[config.mk]
export PLATFORM = sky130hd
export DESIGN_NAME = morse_tx_serializer
export DESIGN_NICKNAME = d
export VERILOG_FILES = /design/src/rtl/morse_pkg.sv /design/src/rtl/morse_tx_fifo.sv /design/src/rtl/morse_tx_serializer.sv
export SDC_FILE = /design/constraint.sdc
export NUM_CORES = 1
export LEC_CHECK = 0
export CAP_MARGIN = 20
export CORE_MARGIN = 2
export CORE_UTILIZATION = 32
export CTS_BUF_LIST = sky130_fd_sc_hd__clkbuf_4 sky130_fd_sc_hd__clkbuf_8
export DETAILED_ROUTE_END_ITERATION = 8
export HOLD_SLACK_MARGIN = 0.12
export PLACE_DENSITY_LB_ADDON = 0.08
export SLEW_MARGIN = 10
export SYNTH_ARGS = -nofsm -noshare
export SYNTH_HDL_FRONTEND = slang
export SYNTH_SLANG_ARGS = --single-unit
[constraint.sdc]
create_clock -name clk_i -period 19.8 [get_ports clk_i]
set_clock_uncertainty 0.15 [all_clocks]
set_input_delay 4.95 -clock clk_i [delete_from_list [all_inputs] [get_ports clk_i]]
set_output_delay 4.95 -clock clk_i [all_outputs]
set_load 0.02 [all_outputs]
[src/rtl/morse_pkg.sv]
// morse_pkg: Morse code tables, transmitter state type and ASCII lookup.
// value[0] is the first symbol sent; a 1 bit is a dash.
package morse_pkg;

    typedef struct packed {
        logic [2:0] len;
        logic [4:0] value;
    } morse_char_t;

    typedef struct packed {
        logic        unknown;
        logic        space;
        morse_char_t code;
    } morse_char_or_unknown_t;

    localparam int DASH_UNITS     = 3;
    localparam int SYM_GAP_UNITS  = 1;
    localparam int CHAR_GAP_UNITS = 3;

    localparam morse_char_t letter_conversion_c [26] = '{
        8'b010_00010, 8'b100_00001, 8'b100_00101, 8'b011_00001, 8'b001_00000,
        8'b100_00100, 8'b011_00011, 8'b100_00000, 8'b010_00000, 8'b100_01110,
        8'b011_00101, 8'b100_00010, 8'b010_00011, 8'b010_00001, 8'b011_00111,
        8'b100_00110, 8'b100_01011, 8'b011_00010, 8'b011_00000, 8'b001_00001,
        8'b011_00100, 8'b100_01000, 8'b011_00110, 8'b100_01001, 8'b100_01101,
        8'b100_00011
    };

    localparam morse_char_t number_conversion_c [10] = '{
        8'b101_11111, 8'b101_11110, 8'b101_11100, 8'b101_11000, 8'b101_10000,
        8'b101_00000, 8'b101_00001, 8'b101_00011, 8'b101_00111, 8'b101_01111
    };

    typedef enum logic [2:0] {
        IDLE,
        LOAD,
        MARK,
        SYM_GAP,
        CHAR_GAP,
        WORD_GAP
    } morse_tx_state_t;

    // Offsets wrap below zero, so one unsigned compare checks each range.
    function automatic morse_char_or_unknown_t ascii_to_morse(input logic [7:0] c);
        morse_char_or_unknown_t r;
        logic [7:0] u, l, d;
        u = c - 8'd65;
        l = c - 8'd97;
        d = c - 8'd48;
        r = '0;
        if (u < 8'd26) r.code = letter_conversion_c[u[4:0]];
        else if (l < 8'd26) r.code = letter_conversion_c[l[4:0]];
        else if (d < 8'd10) r.code = number_conversion_c[d[3:0]];
        else if (c == 8'd32 || c == 8'd13) r.space = 1'b1;
        else r.unknown = 1'b1;
        return r;
    endfunction

endpackage

[src/rtl/morse_tx_fifo.sv]
// morse_tx_fifo: character FIFO with registered full/empty flags and clear.
module morse_tx_fifo #(
    parameter int DEPTH = 8
) (
    input  logic       clk_i,
    input  logic       rst_n_i,
    input  logic       clear_i,
    input  logic       wr_en_i,
    input  logic [7:0] wr_data_i,
    input  logic       rd_en_i,
    output logic [7:0] rd_data_o,
    output logic       full_o,
    output logic       empty_o
);
    localparam int AW = $clog2(DEPTH);

    logic [7:0]    mem [DEPTH];
    logic [AW-1:0] wr_ptr_q, rd_ptr_q;
    logic [AW:0]   count_q, count_d;
    logic          wr, rd;

    assign rd        = rd_en_i && !empty_o;
    assign wr        = wr_en_i && (!full_o || rd);
    assign count_d   = clear_i ? '0 : count_q + (AW+1)'(wr) - (AW+1)'(rd);
    assign rd_data_o = mem[rd_ptr_q];

    always_ff @(posedge clk_i or negedge rst_n_i) begin
        if (!rst_n_i) begin
            wr_ptr_q <= '0;
            rd_ptr_q <= '0;
            count_q  <= '0;
            full_o   <= 1'b0;
            empty_o  <= 1'b1;
        end else begin
            wr_ptr_q <= clear_i ? '0 : wr_ptr_q + AW'(wr);
            rd_ptr_q <= clear_i ? '0 : rd_ptr_q + AW'(rd);
            count_q  <= count_d;
            full_o   <= count_d == (AW+1)'(DEPTH);
            empty_o  <= count_d == '0;
        end
    end

    always_ff @(posedge clk_i) begin
        if (wr) mem[wr_ptr_q] <= wr_data_i;
    end

endmodule

[src/rtl/morse_tx_serializer.sv]
// morse_tx_serializer: buffered ASCII to on/off keyed Morse transmitter.
// Define MORSE_TX_STATUS_EN to add the chars_sent_o / chars_dropped_o counters.
module morse_tx_serializer
    import morse_pkg::*;
#(
    parameter int FIFO_DEPTH     = 8,
    parameter int DOT_PERIOD_W   = 28,
    parameter int WORD_GAP_UNITS = 7
) (
    input  logic                    clk_i,
    input  logic                    rst_n_i,
    input  logic [7:0]              char_i,
    input  logic                    char_valid_i,
    output logic                    char_ready_o,
    input  logic [DOT_PERIOD_W-1:0] dot_period_i,
    input  logic                    abort_i,
    output logic                    morse_o,
    output logic                    busy_o,
    output logic                    error_o
`ifdef MORSE_TX_STATUS_EN
    ,
    output logic [15:0]             chars_sent_o,
    output logic [15:0]             chars_dropped_o
`endif
);
    localparam int CW = DOT_PERIOD_W + 2;

    morse_tx_state_t           state_q, state_d;
    morse_char_or_unknown_t    conv_q;
    logic [DOT_PERIOD_W-1:0]   unit_q;
    logic [CW-1:0]             cnt_q, units, target, limit;
    logic [2:0]                sym_q;
    logic [7:0]                fifo_data;
    logic                      fifo_full, fifo_empty, wr, pop, expire, more, dash;
    logic                      morse_d, busy_d, error_d;

    assign char_ready_o = !fifo_full;
    assign wr           = char_valid_i && char_ready_o && !abort_i;
    assign pop          = state_q == IDLE && !fifo_empty && !abort_i;

    morse_tx_fifo #(.DEPTH(FIFO_DEPTH)) u_fifo (
        .clk_i     (clk_i),
        .rst_n_i   (rst_n_i),
        .clear_i   (abort_i),
        .wr_en_i   (wr),
        .wr_data_i (char_i),
        .rd_en_i   (pop),
        .rd_data_o (fifo_data),
        .full_o    (fifo_full),
        .empty_o   (fifo_empty)
    );

    assign dash   = conv_q.code.value[sym_q];
    assign more   = sym_q + 3'd1 < conv_q.code.len;
    assign units  = state_q == MARK     ? CW'(dash ? DASH_UNITS : 1) :
                    state_q == SYM_GAP  ? CW'(SYM_GAP_UNITS) :
                    state_q == CHAR_GAP ? CW'(CHAR_GAP_UNITS) : CW'(WORD_GAP_UNITS - 3);
    assign target = units * CW'(unit_q) - CW'(1);
    // The IDLE and LOAD cycles before the next mark are part of the gap, so trim them when a character waits.
    assign limit  = (state_q inside {CHAR_GAP, WORD_GAP}) && !fifo_empty && target >= CW'(2) ?
                    target - CW'(2) : target;
    assign expire = cnt_q >= limit;

    always_ff @(posedge clk_i or negedge rst_n_i) begin
        if (!rst_n_i) begin
            state_q <= IDLE;
            morse_o <= 1'b0;
            busy_o  <= 1'b0;
            error_o <= 1'b0;
        end else begin
            state_q <= state_d;
            morse_o <= morse_d;
            busy_o  <= busy_d;
            error_o <= error_d;
        end
    end

    always_comb begin
        state_d = state_q;
        if (abort_i) state_d = IDLE;
        else
            case (state_q)
                IDLE:    state_d = fifo_empty ? IDLE : LOAD;
                LOAD:    state_d = conv_q.unknown ? IDLE : conv_q.space ? WORD_GAP : MARK;
                MARK:    state_d = !expire ? MARK : more ? SYM_GAP : CHAR_GAP;
                SYM_GAP: state_d = expire ? MARK : SYM_GAP;
                default: state_d = expire ? IDLE : state_q;
            endcase
    end

    always_comb begin
        morse_d = !abort_i && state_q == MARK;
        busy_d  = !abort_i && (state_q != IDLE || !fifo_empty);
        error_d = !abort_i && state_q == LOAD && conv_q.unknown;
    end

    always_ff @(posedge clk_i or negedge rst_n_i) begin
        if (!rst_n_i) begin
            cnt_q  <= '0;
            sym_q  <= '0;
            unit_q <= '0;
            conv_q <= '0;
        end else begin
            cnt_q <= (state_d != state_q || state_q == IDLE) ? '0 : cnt_q + CW'(1);
            if (pop) begin
                conv_q <= ascii_to_morse(fifo_data);
                unit_q <= dot_period_i == '0 ? DOT_PERIOD_W'(1) : dot_period_i;
            end
            if (state_q == LOAD) sym_q <= '0;
            else if (state_q == MARK && state_d == SYM_GAP) sym_q <= sym_q + 3'd1;
        end
    end

`ifdef MORSE_TX_STATUS_EN
    always_ff @(posedge clk_i or negedge rst_n_i) begin
        if (!rst_n_i) begin
            chars_sent_o    <= '0;
            chars_dropped_o <= '0;
        end else begin
            if (state_d != state_q && (state_d inside {CHAR_GAP, WORD_GAP}))
                chars_sent_o <= chars_sent_o + 16'd1;
            if (error_d) chars_dropped_o <= chars_dropped_o + 16'd1;
        end
    end
`endif

endmodule
==> flow_summary.json <==
{
  "status": "completed",
  "grt_setup_unrepaired": "false",
  "worst_pin_slew_ns": 0.976,
  "ys_warn_count": 0,
  "hold_end": "conv_q[2]",
  "max_stage_delay_ns": 0.59,
  "area_growth_pct": 10.4,
  "min_path_type": "reg2reg",
  "hp-start": "conv_q[2]",
  "fill_cells": 3879,
  "finalCriticalPeriod_ns": 9.09,
  "grt_pass1_wl_um": 52900,
  "maxCapViolCount": 0,
  "critical-path-top-delay-family": "compound AO/OA/AOI/OAI gates",
  "pin_count": 44,
  "crit_buf_inv": 3,
  "hold_path_depth": 2,
  "required_ns": 20.07,
  "critPathSlowestCell": "a2111oi_0",
  "dieHeight_um": 200,
  "syn_nets": 1516,
  "synth_edf_count": 64,
  "post-route-period-util": 0.459,
  "syn-mean-instance-area_um2": 9.16,
  "hpwl_um": 25300,
  "worstSetupPathType": "reg2reg",
  "cts_buffers": 17,
  "async_flop_share": 0.582,
  "max_slew_margin": 0.347,
  "start_util": 0.325,
  "ys_seq_elements": 153,
  "post_cts_buffers": 0,
  "grt_antenna_before_repair": 0,
  "viasPerCell": 5.15,
  "coreArea_um2": 37800,
  "syn_inst": 1340,
  "root_buffer": "clkbuf_8",
  "die_w_um": 200,
  "fin_area_um2": 13500,
  "routed_wl_um": 32600,
  "vias": 9684,
  "drt_first_pass_iters": 5,
  "max_freq_ghz": 0.110,
  "antenna_cells": 0,
  "crit_start": "sym_q[0]",
  "end_kind": "flop",
  "reg2regPathDepth": 32,
  "io_buffers": 43,
  "rows": 71,
  "synth_area_um2": 12300,
  "gp_congestion": 0.834,
  "htreeDepth": 4,
  "grt_pass1_vias": 9546,
  "clkTransAtPathRegs_ns": 0.09,
  "drt-wirelength-per-cell_um": 17.3,
  "nNetsFinal": 1531,
  "dr.first_iter.drc_count": 473,
  "post_cts_resized": 0,
  "final_hold_viol_count": 0,
  "cts_sinks": 153,
  "startpoint_type": "flop",
  "clk_path_buf_depth": 2,
  "rr_startpoint": "sym_q[0]",
  "synth_flop_cell": "dfrtp_1",
  "drive_above_1_share": 0.0760,
  "grt_max_degree": 64,
  "cts_tree": "yes",
  "grt-ovfl-total": 0,
  "track_usage": 0.171,
  "die_area_um2": 39900,
  "cts-hold-fix-buffers": 0,
  "ys_types": 88,
  "placed_area_um2": 13200,
  "rr_endpoint": "cnt_q[21]",
  "path_max_fanout": 30,
  "insertion_delay_ns": 0.50,
  "remaining_drc_errors": 0,
  "ff2ff_setup_slack_ns": 10.71,
  "setup_tns_ns": 0,
  "critPathArrivalTime_ns": 9.35,
  "slew_violations": 0,
  "ant_nets": 0,
  "setup_viol": 0,
  "ys_seq_area_frac": 0.338
}
## flip-flops by register name (all words and copies together), names as in the netlist
register	cells
u_fifo.rd_ptr_q	3
sym_q	3
conv_q	10
busy_o	1
u_fifo.mem	64
unit_q	28
error_o	1
u_fifo.wr_ptr_q	3
u_fifo.empty_o	1
u_fifo.count_q	4
u_fifo.full_o	1
cnt_q	30
state_q	3
morse_o	1
## layout make-up
cell class              count  area (um^2)  area share
flip-flops and latches    153         4150       0.306
repair buffers             53          503      0.0371
multi-input cells        1047         7550       0.558
clock buffers              18          241      0.0178
well taps                 511          639      0.0472
clock inverters            14          148      0.0109
inverters                  83          312      0.0230
## cells in the final DEF (no fill, tap or decap), types with 6 or more instances in the layout
| master | Yosys | final |
|---|---|---|
| edfxtp_1 | 64 | 64 |
| buf_4 | 3 | 11 |
| a21oi_1 | 64 | 63 |
| ha_1 | 108 | 108 |
| nand4_1 | 25 | 25 |
| clkbuf_8 | 0 | 17 |
| and2_1 | 31 | 31 |
| o22ai_1 | 7 | 7 |
| clkdlybuf4s50_1 | 0 | 42 |
| fa_1 | 28 | 28 |
| nor4_1 | 8 | 8 |
| nor2_1 | 108 | 108 |
| xnor2_1 | 44 | 44 |
| xor2_1 | 40 | 40 |
| nand2_1 | 217 | 217 |
| nor2b_1 | 14 | 14 |
| o21a_1 | 9 | 9 |
| nor3_1 | 25 | 23 |
| mux4_2 | 17 | 17 |
| nand2b_1 | 15 | 15 |
| a31oi_1 | 12 | 12 |
| o21ai_0 | 42 | 41 |
| and4_1 | 6 | 6 |
| and3_1 | 24 | 24 |
| inv_1 | 82 | 82 |
| nand3_1 | 36 | 36 |
| a21o_1 | 27 | 27 |
| o2111ai_1 | 7 | 7 |
| o31ai_1 | 6 | 6 |
| o211ai_1 | 7 | 7 |
| o21ai_1 | 7 | 7 |
| dfrtp_1 | 88 | 88 |
| a211oi_1 | 10 | 10 |
| inv_6 | 0 | 7 |
## routing by layer
layer	wire length [um]	part of all wire	global-route usage
met2	15900	0.49	0.291
met4	295	0.0091	0.0406
met5	0	0	0
met3	830	0.025	0.0197
met1	15500	0.48	0.233
## metrics by stage
step | hold slack, ns | worst slack [ns] | std cells | utilization
2_1_floorplan | 0.295 | 11.98 | 1340 | -
3_3_place_gp | 0.322 | 10.76 | 1847 | 0.348
3_5_place_dp | 0.322 | 10.70 | 1847 | 0.348
4_1_cts | 0.343 | 10.65 | 1879 | 0.359
5_1_grt | 0.367 | 9.83 | 1879 | 0.359
6_report | 0.335 | 10.71 | 1879 | 0.359
## worst max-delay path by stage
stage           endpoint  cells past startpoint
5_1_grt        cnt_q[20]                     31
6_report       cnt_q[21]                     32
3_5_place_dp   cnt_q[23]                     32
2_1_floorplan  cnt_q[10]                     34
3_3_place_gp   cnt_q[27]                     32
4_1_cts        cnt_q[23]                     32
## worst register-to-register path, delay by kind of cell (launching register included)
kind | cells | cell delay [ns]
compound gates | 14 | 3.42
simple gates | 9 | 2.19
fa+ha+maj | 4 | 1.60
buf+inv | 3 | 0.53
mux | 1 | 0.51
flops | 1 | 0.45
xor+xnor | 1 | 0.16
## cells in the mapped netlist, types with 10 or more instances
| library cell | instances | area share |
|---|---|---|
| and2_1 | 31 | 0.016 |
| nor2_1 | 108 | 0.033 |
| nor2b_1 | 14 | 0.0071 |
| edfxtp_1 | 64 | 0.16 |
| xnor2_1 | 44 | 0.031 |
| fa_1 | 28 | 0.046 |
| nand2b_1 | 15 | 0.0076 |
| and3_1 | 24 | 0.012 |
| clkbuf_1 | 36 | 0.011 |
| inv_1 | 82 | 0.025 |
| nand3_1 | 36 | 0.015 |
| ha_1 | 108 | 0.11 |
| dfrtp_1 | 88 | 0.18 |
| a211oi_1 | 10 | 0.0061 |
| a21oi_1 | 64 | 0.026 |
| o21ai_0 | 42 | 0.017 |
| xor2_1 | 40 | 0.029 |
| a31oi_1 | 12 | 0.0061 |
| nor3_1 | 25 | 0.010 |
| a21o_1 | 27 | 0.017 |
| nand4_1 | 25 | 0.013 |
| mux4_2 | 17 | 0.031 |
| nand2_1 | 217 | 0.066 |
## logic make-up after synthesis
family	share of synthesized area
mux	0.0414
simple gates	0.218
fa+ha+maj	0.156
compound gates	0.139
buf+inv	0.0478
xor+xnor	0.0600
flops	0.338
Power is left out: the tool's default activity adds up to more than one toggle a clock period on the data nets, which glitch-free logic cannot reach.
==> RTL change: new RTL, same flow settings <==
The option `MORSE_TX_STATUS_EN` is turned on by a define.
--- a/src/rtl/morse_tx_serializer.sv
+++ b/src/rtl/morse_tx_serializer.sv
@@ -1,5 +1,7 @@
 // morse_tx_serializer: buffered ASCII to on/off keyed Morse transmitter.
 // Define MORSE_TX_STATUS_EN to add the chars_sent_o / chars_dropped_o counters.
+`define MORSE_TX_STATUS_EN
+
 module morse_tx_serializer
     import morse_pkg::*;
 #(
Formal check against the unedited RTL (old outputs only; new: chars_dropped_o and chars_sent_o): no difference found for any inputs over 4 cycles, from zero or initial values and one cycle with rst_n_i low; that may be too few to reach the edited logic, so the function may still have changed.
==> RTL change against the original RTL <==
Synthesized cell count up 8.8%; cell area is 13% higher; global-route usage is 0.52 points lower; first-iteration DRC count decreased by 3.0%; wire length increased by 6.1%; worst setup slack worse by 0.36 ns; sequential cell count grew 32; area after synthesis up 10%.
Power is left out: the tool's default activity adds up to more than one toggle a clock period on the data nets, which glitch-free logic cannot reach.
==> RTL change: results <==
set metrics [dict create \
    fillCellCount 4315 \
    use_met1_pct 20.49 \
    place_congestion 0.8427 \
    r2r_setup_slack_ns 10.36 \
    cts_root_buf "clkbuf_8" \
    grt_util_met3_pct 2.574 \
    path_max_fanout 28 \
    drive_gt1_share_pct 6.579 \
    clock_latency_ns 0.53 \
    critPathMaxStageDelay_ns 0.74 \
    portBuffers 75 \
    synth.area.top_cells "dfrtp_1, edfxtp_1, ha_1" \
    globalRouteTotalUtil_pct 16.57 \
    post_cts_resize_count 0 \
    drt_iter0_markers 459 \
    fin_nets 1685 \
    syn_nets 1636 \
    async_flop_share_pct 65.41 \
    hpwl_um 26190 \
    h-tree-depth 4 \
    synthFlopType "dfrtp_1" \
    synth-edff-count 64 \
    routedWlPerCell_um 16.78 \
    vias_per_cell 5.194 \
    crit_path_top_delay_cell "o311ai_2" \
    grt_max_degree 67 \
    synth_seq_area_share_pct 36.52 \
    critPathTopFamily "compound AO/OA/AOI/OAI gates" \
    worstHoldPathType "register to register" \
    critPathCapture "chars_sent_o[15]" \
    setup_viol 0 \
    status "complete, no violations" \
    dr.pass1.iters 5 \
    antenna_found_initial 0 \
    hp-start "chars_dropped_o[15]" \
    grt_first_pass_wirelength_um 58270 \
    yosys-top-cells-count "nand2_1, dfrtp_1, ha_1" \
    grt_pass1_vias 11010 \
    min_to "chars_dropped_o[15]" \
    clk_pin_slew_ns 0.13 \
    synth_cell_type_count 92 \
    reg2reg_depth 28 \
    min_path_cells 1 \
    grt_use_met2_pct 29.60 \
    tightest_slew_ns 0.9625 \
]
-- RTL change: cell count changes after synthesis, sizes merged, moves of 9 or more --
cell	before	now
dfrtp	88	120
xor2	40	51
nor3	25	34
nand2	218	239
a21o	28	19
nor4	11	24
-- RTL change: worst reg2reg max path: cells and delay by family (launching register included) --
kind	cells	cell delay, ns
simple gates	8	2.84
fa+ha+maj	4	1.36
xor+xnor	1	0.18
flops	1	0.48
buf+inv	2	0.27
compound gates	11	3.42
mux	2	0.66
-- RTL change: layout make-up --
| type | instances | area (um^2) | share of cell area, % |
|---|---|---|---|
| clock buffer | 17 | 234.0 | 1.533 |
| clock inverter | 15 | 181.4 | 1.188 |
| timing repair buffer | 88 | 857.1 | 5.614 |
| multi-input combinational | 1126 | 8034 | 52.63 |
| inverter | 89 | 334.1 | 2.188 |
| sequential | 185 | 4951 | 32.43 |
| tap | 539 | 674.4 | 4.418 |
-- RTL change: stage by stage --
stage	worst slack (ns)	area, um^2	std cells	util (%)	hold WS (ns)
floorplan	11.81	13560	1458	-	0.2946
CTS	9.771	15250	2058	36.44	0.3392
finish	10.36	15270	2059	36.48	0.3362
detailed placement	9.823	14840	2026	35.45	0.3125
global placement	9.905	14840	2026	35.45	0.3075
global route	9.570	15270	2059	36.48	0.3629
-- RTL change: per-layer routing --
metal	share of wire, %	vias to the layer above
met5	0	-
met4	1.9	0
met3	2.5	36
met2	51	107
met1	45	5263
li1	-	5289
-- RTL change: kinds of logic (layout without fill, tap and decap cells) --
group | after synthesis | count (layout) | synth area share (%)
simple gates | 590 | 590 | 20.84
compound gates | 269 | 269 | 13.67
mux | 36 | 36 | 4.310
fa+ha+maj | 138 | 138 | 14.29
xor+xnor | 93 | 93 | 6.008
buf+inv | 147 | 209 | 4.365
flops | 185 | 185 | 36.52
